[src/rtl/gray_code_counter.sv]
// gray_code_counter
//   WIDTH-bit up/down counter. It presents the count in both binary (b) and
//   Gray (g) every cycle. It can load a start value given in binary or Gray,
//   and it flags boundary crossings on term.
//
//   Parameters:
//     WIDTH  counter/code width, 2..32
//     WRAP   1 = wrap at the boundaries, 0 = saturate at the boundaries
//
//   Ports:
//     clk          rising-edge clock
//     rst_n        asynchronous active-low reset
//     en           count enable (one step per cycle)
//     up_dn        direction, 1 = up, 0 = down (only used when counting)
//     load         synchronous load strobe (has priority over en)
//     load_is_gray load_val is Gray-coded when 1, binary when 0
//     load_val     load value
//     b            registered binary count
//     g            registered Gray count, always b ^ (b >> 1)
//     out_valid    count has been defined by a load or a count step
//     term         one-cycle pulse on a wrap, or on first entry to a saturated hold
//     err          sticky Gray-sequence error flag
//
//   Build option:
//     GRAY_CHECK_EN  when defined, a checker flags any count step whose Gray
//                    code changes by other than exactly one bit. When it is
//                    not defined, err is tied to 0.
module gray_code_counter #(
    parameter int WIDTH = 4,
    parameter bit WRAP  = 1'b1
) (
    input  logic             clk,
    input  logic             rst_n,
    input  logic             en,
    input  logic             up_dn,
    input  logic             load,
    input  logic             load_is_gray,
    input  logic [WIDTH-1:0] load_val,
    output logic [WIDTH-1:0] b,
    output logic [WIDTH-1:0] g,
    output logic             out_valid,
    output logic             term,
    output logic             err
);

    logic [WIDTH-1:0] b_q, b_d;
    logic [WIDTH-1:0] g_q, g_d;
    logic             vld_q, vld_d;
    logic             term_q, term_d;
    // Set while the counter sits in a saturated hold. It makes term fire only
    // on the first blocked step, not on every one after that.
    logic             sat_q, sat_d;
    logic [WIDTH-1:0] ld_bin;
    logic             at_max, at_min;

    assign at_max = &b_q;
    assign at_min = ~|b_q;

    always_comb begin
        // Gray-to-binary conversion: prefix XOR running from the MSB down.
        ld_bin = load_val;
        if (load_is_gray) begin
            for (int i = WIDTH - 2; i >= 0; i--) begin
                ld_bin[i] = ld_bin[i+1] ^ load_val[i];
            end
        end
    end

    always_comb begin
        b_d    = b_q;
        vld_d  = vld_q;
        term_d = 1'b0;
        sat_d  = sat_q;
        if (load) begin
            b_d   = ld_bin;
            vld_d = 1'b1;
            sat_d = 1'b0;
        end else if (en) begin
            vld_d = 1'b1;
            if ((up_dn && at_max) || (!up_dn && at_min)) begin
                if (WRAP) begin
                    b_d    = up_dn ? '0 : '1;
                    term_d = 1'b1;
                end else begin
                    term_d = ~sat_q;
                    sat_d  = 1'b1;
                end
            end else begin
                b_d   = up_dn ? b_q + WIDTH'(1) : b_q - WIDTH'(1);
                sat_d = 1'b0;
            end
        end
        // Gray is derived from the same next value, so b and g never skew.
        g_d = b_d ^ (b_d >> 1);
    end

    always_ff @(posedge clk or negedge rst_n) begin
        if (!rst_n) begin
            b_q    <= '0;
            g_q    <= '0;
            vld_q  <= 1'b0;
            term_q <= 1'b0;
            sat_q  <= 1'b0;
        end else begin
            b_q    <= b_d;
            g_q    <= g_d;
            vld_q  <= vld_d;
            term_q <= term_d;
            sat_q  <= sat_d;
        end
    end

`ifdef GRAY_CHECK_EN
    // chk_q marks a cycle that follows a real count step, meaning b changed.
    // Loads and saturated holds never set it, so those cycles are exempt.
    logic [WIDTH-1:0] gprev_q;
    logic [WIDTH-1:0] gdiff;
    logic             chk_q, chk_d;
    logic             err_q, err_d;

    assign chk_d = en & ~load & (b_d != b_q);
    assign gdiff = g_q ^ gprev_q;

    always_comb begin
        err_d = err_q;
        // The change is legal only when exactly one bit differs: non-zero
        // and a power of two.
        if (chk_q && ((gdiff == '0) || ((gdiff & (gdiff - WIDTH'(1))) != '0))) begin
            err_d = 1'b1;
        end
    end

    always_ff @(posedge clk or negedge rst_n) begin
        if (!rst_n) begin
            gprev_q <= '0;
            chk_q   <= 1'b0;
            err_q   <= 1'b0;
        end else begin
            gprev_q <= g_q;
            chk_q   <= chk_d;
            err_q   <= err_d;
        end
    end

    assign err = err_q;
`else
    assign err = 1'b0;
`endif

    assign b         = b_q;
    assign g         = g_q;
    assign out_valid = vld_q;
    assign term      = term_q;

endmodule

[config.mk]
export PLATFORM = sky130hd
export DESIGN_NAME = gray_code_counter
export DESIGN_NICKNAME = d
export VERILOG_FILES = /design/src/rtl/gray_code_counter.sv
export SDC_FILE = /design/constraint.sdc
export NUM_CORES = 1
export LEC_CHECK = 0
export ABC_CLOCK_PERIOD_IN_PS = 3800
export CORE_MARGIN = 2
export CORE_UTILIZATION = 46
export CTS_CLUSTER_SIZE = 30
export DETAILED_ROUTE_END_ITERATION = 8
export GPL_TIMING_DRIVEN = 0
export PLACE_DENSITY = 0.83
export REMOVE_ABC_BUFFERS = 1
export SLEW_MARGIN = 20
export SYNTH_ARGS = -nofsm -noshare
export SYNTH_HDL_FRONTEND = slang
export SYNTH_SLANG_ARGS = --single-unit
export TNS_END_PERCENT = 20
[constraint.sdc]
create_clock -name clk -period 3.8 [get_ports clk]
set_input_delay 0.76 -clock clk [delete_from_list [all_inputs] [get_ports clk]]
set_output_delay 0.76 -clock clk [all_outputs]
set_load 0.005 [all_outputs]
==> qor.yml, run 1 <==
clock_network:
  numCtsBuffers: 3
  clkSinkCount: 9
  cts_root_buf: "clkbuf_4"
  cts_tree: "built"
  cts_htree_levels: 1
  clkLatencyLatePin_ns: 0.25
  cts_buffer_depth: 2
  ctsResizeCount: 0
  ctsHoldBuffers: 0
  clkTransAtPathRegs_ns: 0.06
  cts_setup_buffers: 0
sta:
  hold_violations: 0
  drv_slew: 0
  clock_skew_ns: 0.000794
  relSlewSlack_pct: 58.8
  rsz0062_at_grt: "no"
  tns_ns: 0
  min_period_over_period_pct: 64.0
  fin_ws_ns: 1.37
  worstMarginPinSlew_ns: 0.612
  fmax_mhz: 411
  min_period_ns: 2.43
  setup_viol: 0
yosys:
  ys.flop_type: "dfrtp_1"
  synth.yosys.warnings: 0
  synthCells: 58
  synth_xor_area_share_pct: 19.3
  synthAdderAreaFrac_pct: 7.24
  synth-compound-area-share_pct: 12.7
  yosysUniqueCellTypes: 26
  syn-cell-area_um2: 622
  synth_top_family_by_area: "XOR/XNOR gates"
  synthSimpleGateAreaFrac_pct: 14.3
  async_flop_share_pct: 100
  avgSynthCellArea_um2: 10.7
  synthMuxAreaShare_pct: 3.62
  postSynthRegisterBits: 9
  synth_edf_count: 0
  ys_seq_area_share_pct: 36.2
routing:
  totalWireLength_um: 1070
  vias_per_cell: 5.04
  drt-pass1-iter-count: 4
  drtAntennaViolNets: 0
  vias: 469
  initialDrtViolationCount: 5
  drc: 0
  wire_per_inst_um: 11.5
power_and_ir_drop:
  leakage_uw: 0.000355
  ir_worst_vdd_uv: 186
  power_density_mw_per_mm2: 471
  finalPower_uw: 395
run_status:
  outcome: "finished, final reports clean"
critical_path:
  cp_max_fo: 5
  crit_type: "in -> reg"
  worstPathArrival_ns: 2.61
  crit_required_ns: 3.98
  crit_path_max_incr_delay_ns: 0.57
  crit_slowest_cell: "clkdlybuf4s50_1"
  path_cells: "clkdlybuf4s50_1 > inv_1 > ha_1 > a21o_1 > a21oi_1 > xnor2_1 > a221oi_2 > xor2_1"
  cp-end-kind: "register"
  critPathLaunchType: "input pin"
global_route:
  grt_overflow: 0
  grt_pass1_vias: 442
  grtUsageTotal_pct: 16.2
  grt_max_degree: 13
  antenna_found_initial: 0
  grt_pass1_wl_um: 1820
placement:
  dp_hpwl_um: 887
  preCtsSetupSlack_ns: 1.09
  gp_congestion: 0.823
  placed_area_um2: 812
  port_buffers: 19
floorplan:
  num_rows: 13
  die_x_um: 40.8
  initial_core_util_pct: 48.4
  dieHeight_um: 40.8
  pin_count: 21
  core_area_mm2: 0.00128
  die_area_mm2: 0.00166
final_layout:
  nNetsFinal: 92
  num_antenna_cells: 0
  drive_gt1_share_pct: 10.3
  postLayoutCoreUtil_pct: 65.2
  fillers: 112
  final_area_um2: 838
  area_growth_pct: 34.8
hold_path:
  hp-class: "reg -> reg"
run:
  cap_viol_max_count: 0
## routing by layer
| layer | wire, µm | track usage [%] | vias to the layer above |
|---|---|---|---|
| li1 | - | - | 234 |
| met1 | 446 | 19.5 | 218 |
| met2 | 567 | 31.0 | 17 |
| met3 | 58 | 3.26 | 0 |
| met4 | 0 | 0 | 0 |
| met5 | 0 | 0 | - |
## placed cells by master, fill, tap and decap left out
cell	n
xnor2_1	5
or4_4	1
or3_1	1
o21ai_0	1
clkbuf_4	3
a21o_1	1
a221oi_2	1
nor2_2	1
o31ai_4	1
nor4b_1	1
dfrtp_1	9
nand4_1	1
clkbuf_1	1
a21oi_1	4
ha_1	2
clkdlybuf4s50_1	19
nor2_1	3
nor3b_1	2
conb_1	1
xor3_1	1
nor2b_1	2
inv_1	5
fa_1	1
mux2i_4	1
xor2_1	6
nand2_1	3
a221o_1	1
## path summary, 6_finish.rpt
kind | startpoint | end | slack, ns | depth (start not counted)
worst min-delay path | out_valid | out_valid | 0.46 | 1
worst max register to register | b[3] | g[1] | 1.92 | 5
max in group asynchronous | rst_n | b[2] | 2.73 | 1
worst max-delay path | up_dn | g[2] | 1.37 | 8
worst min register to register | out_valid | out_valid | 0.46 | 1
min in group asynchronous | rst_n | g[0] | 0.80 | 1
## cells by family after synthesis
logic type / count (synthesis)
AO/OA/AOI/OAI: 9
XOR/XNOR: 12
adder cells (fa/ha/maj): 3
buffers and inverters: 8
flip-flops: 9
multiplexers: 1
other: 1
AND/OR/NAND/NOR: 15
## per-stage QoR
step / instances / hold WS, ns
3_3_place_gp: 89 / 0.449
2_1_floorplan: 55 / 0.458
6_report: 93 / 0.461
3_5_place_dp: 89 / 0.449
5_1_grt: 93 / 0.500
4_1_cts: 93 / 0.467
## worst max-delay path: cells and delay by family
kind / cells / cell delay [ns]
buf+inv: 2 / 0.66
xor+xnor: 2 / 0.28
fa+ha+maj: 1 / 0.28
compound gates: 3 / 0.63
## state kept, by name, summed over array words and instances, names as in the netlist
name       count
b              4
g              3
out_valid      1
term           1
## power breakdown
group	internal, µW	switching [µW]	leakage, µW	total [µW]
sequential	121	19.2	0.000104	140
clock	40.2	29.9	0.0000150	70.1
combinational	110	74.1	0.000236	184
total	272	123	0.000355	395
## final cells by class
cell class,instances,area (µm²),area share [%]
well taps,15,18.8,2.24
flip-flops and latches,9,225,26.9
inverters,5,18.8,2.24
repair buffers,19,190,22.7
clock buffers,4,26.3,3.13
multi-input cells,41,359,42.8
## synth_stat cells (2+ instances only)
cell type / count / area, µm²
a21oi_1: 4 / 20.0
ha_1: 2 / 25.0
buf_4: 2 / 15.0
xnor2_1: 5 / 43.8
inv_1: 5 / 18.8
nand2_1: 3 / 11.3
dfrtp_1: 9 / 225
xor2_1: 6 / 52.6
nor3b_1: 2 / 15.0
nor2b_1: 2 / 12.5
nor2_1: 3 / 11.3
Note: power is estimated with default switching activity, not from simulation.
==> run 2, diff against run 1 <==
--- a/config.mk
+++ b/config.mk
@@ -5,13 +5,13 @@
 export SDC_FILE = /design/constraint.sdc
 export NUM_CORES = 1
 export LEC_CHECK = 0
-export ABC_CLOCK_PERIOD_IN_PS = 3800
+export ABC_CLOCK_PERIOD_IN_PS = 1950
 export CORE_MARGIN = 2
-export CORE_UTILIZATION = 46
+export CORE_UTILIZATION = 39
 export CTS_CLUSTER_SIZE = 30
 export DETAILED_ROUTE_END_ITERATION = 8
 export GPL_TIMING_DRIVEN = 0
-export PLACE_DENSITY = 0.83
+export PLACE_DENSITY = 0.75
 export REMOVE_ABC_BUFFERS = 1
 export SLEW_MARGIN = 20
 export SYNTH_ARGS = -nofsm -noshare
==> constraint.sdc (replaced) <==
create_clock -name clk -period 1.95 [get_ports clk]
set_input_delay 0.39 -clock clk [delete_from_list [all_inputs] [get_ports clk]]
set_output_delay 0.39 -clock clk [all_outputs]
set_load 0.005 [all_outputs]
==> run 2 against run 1 <==
Against the previous run:
- sequential power is 95% higher
- critical path depth is 3 lower
- critical endpoint is now g[1]
- utilization is 9.6 points lower
- power is 96% higher
- clock power is 97% higher
- design area stayed put
- global-route usage is 4.0 points lower
==> qor.yml, run 2 (synthesis gave the netlist of run 1 again) <==
run_status:
  outcome: "finished, final reports clean"
global_route:
  grtUsageTotal_pct: 12.2  # -4.0 points
  grt_max_degree: 13  # unchanged
  grt_overflow: 0  # unchanged
  antenna_found_initial: 0  # unchanged
  grt_pass1_vias: 426  # -3.6%
  grt_pass1_wl_um: 1750  # -3.8%
power_and_ir_drop:
  power_density_mw_per_mm2: 924  # +96%
  leakage_uw: 0.000357  # +0.38%
  ir_worst_vdd_uv: 340  # +83%
floorplan:
  dieHeight_um: 43.9  # +7.8%
  pin_count: 21  # unchanged
  initial_core_util_pct: 41.3  # -7.1 points
  die_area_mm2: 0.00193  # +16%
  core_area_mm2: 0.00151  # +17%
  die_x_um: 43.9  # +7.8%
  num_rows: 14  # +1
routing:
  drtAntennaViolNets: 0  # unchanged
  vias_per_cell: 4.93  # -2.3%
  initialDrtViolationCount: 13  # +8
  totalWireLength_um: 1060  # -0.93%
  wire_per_inst_um: 11.3  # -2.0%
  vias: 463  # -1.3%
  drt-pass1-iter-count: 5  # +1
  drc: 0  # unchanged
sta:
  hold_violations: 0  # unchanged
  drv_slew: 0  # unchanged
  worstMarginPinSlew_ns: 0.591  # -0.0210 ns
  min_period_over_period_pct: 96.6
  clock_skew_ns: 0.00428  # +0.00349 ns
  relSlewSlack_pct: 60.2  # +1.4 points
  min_period_ns: 1.88
  setup_viol: 0  # unchanged
  holdWs_ns: 0.430  # -0.0312 ns
  rsz0062_at_grt: "no"
  fmax_mhz: 531
critical_path:
  worstPathArrival_ns: 2.01  # -0.60 ns
  crit_type: "reg -> reg"
  cp-end-kind: "register"
  cp_max_fo: 5  # unchanged
  critPathLaunchType: "register"
  crit_slowest_cell: "or4_4"
  crit_required_ns: 2.08  # -1.90 ns
  path_cells: "or4_4 > mux2i_4 > nor4b_1 > a221o_1 > xnor2_1"
  crit_path_max_incr_delay_ns: 0.56  # about the same
clock_network:
  clkLatencyLatePin_ns: 0.25  # about the same
  numCtsBuffers: 3  # unchanged
  clkTransAtPathRegs_ns: 0.06  # about the same
  cts_tree: "built"
  cts_buffer_depth: 2  # unchanged
  clkSinkCount: 9  # unchanged
  cts_root_buf: "clkbuf_4"
  cts_setup_buffers: 0  # unchanged
  cts_htree_levels: 1  # unchanged
final_layout:
  drive_gt1_share_pct: 10.3  # unchanged
  final_area_um2: 838  # unchanged
  num_antenna_cells: 0  # unchanged
  final_cell_mix: "clkdlybuf4s50_1 (18), dfrtp_1 (9), xor2_1 (6)"
  area_growth_pct: 34.8  # unchanged
  regArea_um2: 225  # unchanged
  nNetsFinal: 92  # unchanged
  largest_reg_flops: 4  # unchanged
  fillers: 135  # +21%
  final_common_cell: "clkdlybuf4s50_1"
  multi_input_area_um2: 359  # unchanged
placement:
  port_buffers: 19  # unchanged
  placed_area_um2: 813  # +0.15%
  dp_hpwl_um: 836  # -5.7%
  gp_congestion: 0.733  # -11%
hold_path:
  hp-class: "in -> async"
run:
  cap_viol_max_count: 0  # unchanged
-- run 2: metrics by stage --
step           TNS, ns  setup WS, ns  utilization (%)  total power, µW  std cells
2_1_floorplan        0         0.170                -              469         55
3_3_place_gp     -1.48        -0.347             54.0              635         90
3_5_place_dp     -1.63        -0.371             54.0              643         90
4_1_cts              0        0.0669             55.6              784         94
5_1_grt              0       0.00483             55.6              834         94
6_report             0        0.0665             55.6              774         94
-- run 2: repair_timing --
action	CTS	global route
gates resized for setup	1	0
hold buffers	0	0
endpoints found under the setup margin	4	0
-- run 2: routing by layer --
metal | track usage, % | vias up | routed length, µm
met1 | 15.9 | 204 | 448
met3 | 2.50 | 0 | 105
met4 | 5.45 | 0 | 0
met5 | 0 | - | 0
met2 | 19.4 | 27 | 508
li1 | - | 232 | -
-- run 2: worst paths after layout --
kind,start,end,slack (ns),cells past startpoint
min in group clk,out_valid,out_valid,0.46,1
worst max-delay path,b[1],g[1],0.07,5
worst min-delay path,rst_n,b[3],0.43,1
worst min register to register,out_valid,out_valid,0.46,1
max in group asynchronous,rst_n,b[0],1.23,1
worst max register to register,b[1],g[1],0.07,5
-- run 2: final cells by class --
class / instances / area share (%)
timing repair buffer: 19 / 22.5
tap: 16 / 2.39
sequential: 9 / 26.9
multi-input combinational: 41 / 42.8
inverter: 5 / 2.24
clock buffer: 4 / 3.13
-- run 2: critical path: cells and delay by family (launching register included) --
kind,cells,cell delay [ns]
simple gates,2,0.64
flops,1,0.43
xor+xnor,1,0.14
mux,1,0.21
compound gates,1,0.34
-- run 2: report_power, final --
group | leakage [µW] | switching, µW | total [µW] | internal, µW
Sequential | 0.000104 | 36.4 | 273 | 236
Clock | 0.0000150 | 59.3 | 138 | 78.5
Combinational | 0.000237 | 149 | 364 | 215
==> patch 1 (config.mk and constraints of run 2) <==
The option `GRAY_CHECK_EN` is turned on by a define.
--- a/src/rtl/gray_code_counter.sv
+++ b/src/rtl/gray_code_counter.sv
@@ -25,6 +25,8 @@
 //     GRAY_CHECK_EN  when defined, a checker flags any count step whose Gray
 //                    code changes by other than exactly one bit. When it is
 //                    not defined, err is tied to 0.
+`define GRAY_CHECK_EN
+
 module gray_code_counter #(
     parameter int WIDTH = 4,
     parameter bit WRAP  = 1'b1
Formal check against the unedited RTL: same outputs for any inputs over 10 cycles, from zero or initial values and one cycle with rst_n low; that may be too few to reach the edited logic, so the function may still have changed.
==> patch 1 against run 2 <==
Area after synthesis grew 51%. Wire length grew 73%. Final cell count grew 52%. Final area grew 48%. Power grew 50%. Setup slack lost 0.041 ns. Sequential cell count grew 6. Highest routed layer is now met4.
==> patch 1: results (changes against run 2) <==
Setup path
  – CP max stage delay: 0.54 ns (-0.02 ns)
  – Req. time, crit path: 2.16 ns (+0.08 ns)
  – Worst r2r src: b[1]
  – R2R depth: 7 (+2)
  – Reg2reg setup slack: 0.03 ns (-0.04 ns)
  – End of the worst register-to-register path: g[1]
  – Slowest CP cell: or4_4
  – Crit path max fanout: 6 (+1)

Power
  – LEAKAGE: 0.500 nW (+40%)
  – VDD IR max: 0.457 mV (+34%)
  – Psw: 414 uW (+69%)

Global routing
  – Antenna violations before repair: 0 (unchanged)
  – Pin count of the biggest net entering global routing: 18 (+5)
  – Gr usage total: 15.2% (+3.0 points)
  – First-pass GRT wire length: 3.02 mm (+72%)
  – Vias in the first global route: 735 (+73%)

Synthesis
  – Netlist cell types: 39 (+50%)
  – Ys async rst share: 100% (unchanged)
  – Synth cell count leaders: dfrtp_1 (15), xor2_1 (10), nand2_1 (6), a21oi_1 (5), inv_1 (5)
  – Top_reg_cell synth: dfrtp_1
  – Synth Warn #: 0 (unchanged)
  – Sequential cell area fraction in the yosys report: 40.1% (+3.9 points)
  – Synth top area cells: dfrtp_1 (40%), xor2_1 (9.4%), xnor2_1 (3.7%)

Detailed routing
  – 1st-pass router iterations: 4 (-1)
  – Iter 0 DRT Violations: 6 (-7)
  – DRT Wirelength: 1.84 mm (+73%)
  – Total vias in the final route: 776 (+68%)

Timing
  – Clk_skew: 0.00207 ns (-0.00222 ns)
  – Fin Hold WS: 0.426 ns (-0.00369 ns)
  – Relative slew slack: 58.4% (-1.8 points)

Placed design
  – GP Congestion: 0.732 (about the same)
  – Worst slack, placed: -0.842 ns (-0.471 ns)
  – Hpwl dp: 1.29 mm (+55%)
  – Buffers on Ports: 20 (+1)

Min path
  – Hold Path Origin: g[1]
  – Hold depth: 0
  – WHS Endpoint: gprev_q[1]
  – Tightest Hold Check Type: reg -> reg

CTS
  – CTS clk-pin slew, worst paths: 0.09 ns (+0.03 ns)
  – Clock Latency Late Sink: 0.28 ns (+0.03 ns)
  – TritonCTS Buffers: 3 (unchanged)
  – Longest Clk Path Bufs: 2 (unchanged)
  – CTS root buf: clkbuf_4
  – # H-tree levels: 1 (unchanged)

Layout
  – Share of cells above drive strength 1: 23.5% (+13 points)
  – Final net count: 129 (+40%)
  – Layout fillers: 203 (+50%)
  – Antenna Cells: 0 (unchanged)

Run status
  – Status: complete, no violations
==> patch 1: changes by cell type in the layout (fill, tap and decap cells not counted), moves of 3 or more <==
cell,before,now
dfrtp_2,0,4
nand2_1,3,6
o21ai_1,0,3
nand3_1,0,3
xor2_1,6,9
buf_4,0,4
==> patch 1: cell type report <==
cell class              instances  area share (%)
clock buffers                   3            1.82
well taps                      28            2.83
clock inverters                 1           0.404
inverters                       6            1.82
multi-input cells              66            44.3
flip-flops and latches         15            30.7
repair buffers                 24            18.2
==> patch 1: cells by family (layout without fill, tap and decap cells) <==
logic type / after synthesis / count (layout) / share of synthesized area, %
compound gates: 24 / 24 / 18.2
xor+xnor: 15 / 15 / 15.6
fa+ha+maj: 3 / 3 / 4.81
buf+inv: 11 / 34 / 5.21
flops: 15 / 15 / 40.1
mux: 1 / 1 / 2.41
simple gates: 23 / 23 / 13.6
==> patch 1: worst max-delay path by stage <==
stage	from	endpoint	cells after the start	slack, ns
6_report	b[1]	g[1]	7	0.03
5_1_grt	b[1]	g[1]	7	-0.04
4_1_cts	up_dn	g[2]	8	0.006
3_5_place_dp	up_dn	g[2]	8	-0.84
3_3_place_gp	up_dn	g[2]	8	-0.82
2_1_floorplan	b[2]	g[2]	6	0.04
==> patch 1: timing repair <==
| item | 4_1_cts | 5_1_grt |
|---|---|---|
| gates resized for setup | 10 | 6 |
| buffers inserted | 2 | 2 |
| pin swaps | 0 | 4 |
| setup endpoints to repair | 4 | 4 |
==> patch 1: metrics by stage <==
step	TNS [ns]	total power, mW	cells	cell area (sq um)
floorplan	0	0.751	87	910
global placement	-2.85	0.910	135	1140
detailed placement	-3.01	0.925	135	1140
CTS	0	1.15	141	1220
global route	-0.0359	1.25	143	1240
finish	0	1.16	143	1240
==> patch 1: power by group through the flow <==
stage	clock network [mW]	logic, mW	registers (mW)
after floorplan	0	0.306	0.445
after global placement	0	0.458	0.452
after detailed placement	0	0.468	0.457
after CTS	0.186	0.519	0.442
after global routing	0.202	0.598	0.449
final	0.177	0.547	0.439
==> patch 1: routing by layer <==
metal / part of all wire (%) / vias to the layer above / global-route usage [%]
met5: 0 / - / 0
met2: 50 / 19 / 25.2
li1: - / 379 / -
met3: 5.2 / 2 / 5.65
met4: 0.65 / 0 / 8.55
met1: 44 / 376 / 16.7
==> patch 1: critical path: cells and delay by family, from the launching register on <==
| kind | cells | cell delay (ns) |
|---|---|---|
| compound gates | 2 | 0.24 |
| xor+xnor | 1 | 0.16 |
| buf+inv | 2 | 0.31 |
| flops | 1 | 0.46 |
| mux | 1 | 0.14 |
| simple gates | 1 | 0.54 |
==> patch 2 (config.mk and constraints of run 2) <==
Without the edit above. The output `g` loses its register stage (`g_q` becomes a continuous assignment).
--- a/src/rtl/gray_code_counter.sv
+++ b/src/rtl/gray_code_counter.sv
@@ -97,18 +97,18 @@
     always_ff @(posedge clk or negedge rst_n) begin
         if (!rst_n) begin
             b_q    <= '0;
-            g_q    <= '0;
             vld_q  <= 1'b0;
             term_q <= 1'b0;
             sat_q  <= 1'b0;
         end else begin
             b_q    <= b_d;
-            g_q    <= g_d;
             vld_q  <= vld_d;
             term_q <= term_d;
             sat_q  <= sat_d;
         end
     end
+
+    assign g_q = g_d;
 
 `ifdef GRAY_CHECK_EN
     // chk_q marks a cycle that follows a real count step, meaning b changed.
Formal check against the unedited RTL: not equivalent (a bounded check fails within 4 cycles, from zero or initial values and one cycle with rst_n low).
==> patch 2 against run 2 <==
The run now ends with negative setup slack left. Area after synthesis decreased by 12%. Sequential power decreased by 41%. Final area increased by 1.3%. Wire length increased by 51%. Setup slack got worse by 0.66 ns. Count of clock-buffer cells in the layout decreased by 1. Sequential cell count decreased by 3. Power decreased by 9.9%. Critical path type is now reg -> out. Critical endpoint is now g[2]. Largest cell class unchanged. Highest routed layer is now met4.
==> patch 2: results (changes against run 2) <==
Layout
  – # clk buffers: 3 (-1)
  – Storage cell area: 155 sq um (-31%)
  – Non-filler cells, final: 100 (+6.4%)
  – Multi-input comb cells: 42 (+2.4%)
  – Final Util: 65.3% (+9.6 points)
  – Inverter count: 7 (+2)
  – Clock-cell share of area: 2.65% (-0.48 points)

CTS
  – Setup bufs post-CTS: 8 (+8)
  – Resized cells post-CTS: 31 (+30)

Global routing
  – Gr usage total: 23.8% (+12 points)
  – Pin count of the biggest net entering global routing: 11 (-2)

Detailed routing
  – WL/cell: 16.0 um (+42%)
  – Iter 0 DRT Violations: 7 (-6)

Run status
  – Failing checks: negative setup slack
  – Status: finished, violations left

Synthesis
  – Mux cell area share after synthesis: 2.76% (-0.86 points)
  – FF+latch count, synth: 6 (-3)
  – Netlist cell types: 29 (+12%)
  – Synth top area cells: dfrtp_1 (28%), xnor2_1 (11%), inv_1 (4.8%)
  – Synth Area in Compound Gates: 22.3% (+9.6 points)

Power
  – VDD IR max: 0.435 mV (+28%)

Timing
  – Clk_skew: 0.00238 ns (-0.00190 ns)
  – # setup viols final: 4 (+4)
  – Final worst setup slack: -0.592 ns (-0.658 ns)
  – TNS Setup: -2.02 ns (-2.02 ns)

Setup path
  – Critical path capture point: g[2]
  – Reg2reg setup slack: 0.16 ns (+0.09 ns)

Placed design
  – Post-placement cell count: 89 (-1.1%)
  – Worst slack, placed: -1.22 ns (-0.853 ns)
## patch 2: where the power goes
group	switching (mW)	leakage, nW	total, mW	internal (mW)
Clock	0.0576	0.0138	0.128	0.0705
Sequential	0.0169	0.0654	0.161	0.145
Combinational	0.184	0.288	0.408	0.224
Total	0.258	0.368	0.697	0.439
## patch 2: layer usage
| metal | wire length (um) | up-vias | part of all wire (%) | global-route usage [%] |
|---|---|---|---|---|
| met5 | 0 | - | 0 | 0 |
| met4 | 50 | 0 | 3.1 | 14.5 |
| met3 | 69 | 6 | 4.3 | 5.32 |
| met2 | 867 | 21 | 54 | 45.7 |
| met1 | 611 | 245 | 38 | 22.5 |
| li1 | - | 248 | - | - |
## patch 2: worst register-to-register path: stages (launching register included)
cell and delay, ns:
dfrtp_2 0.43, ha_1 0.30, a21o_2 0.19, a21oi_1 0.17, xnor2_1 0.20, a31oi_4 0.15
buf_6 0.14, buf_6 0.11
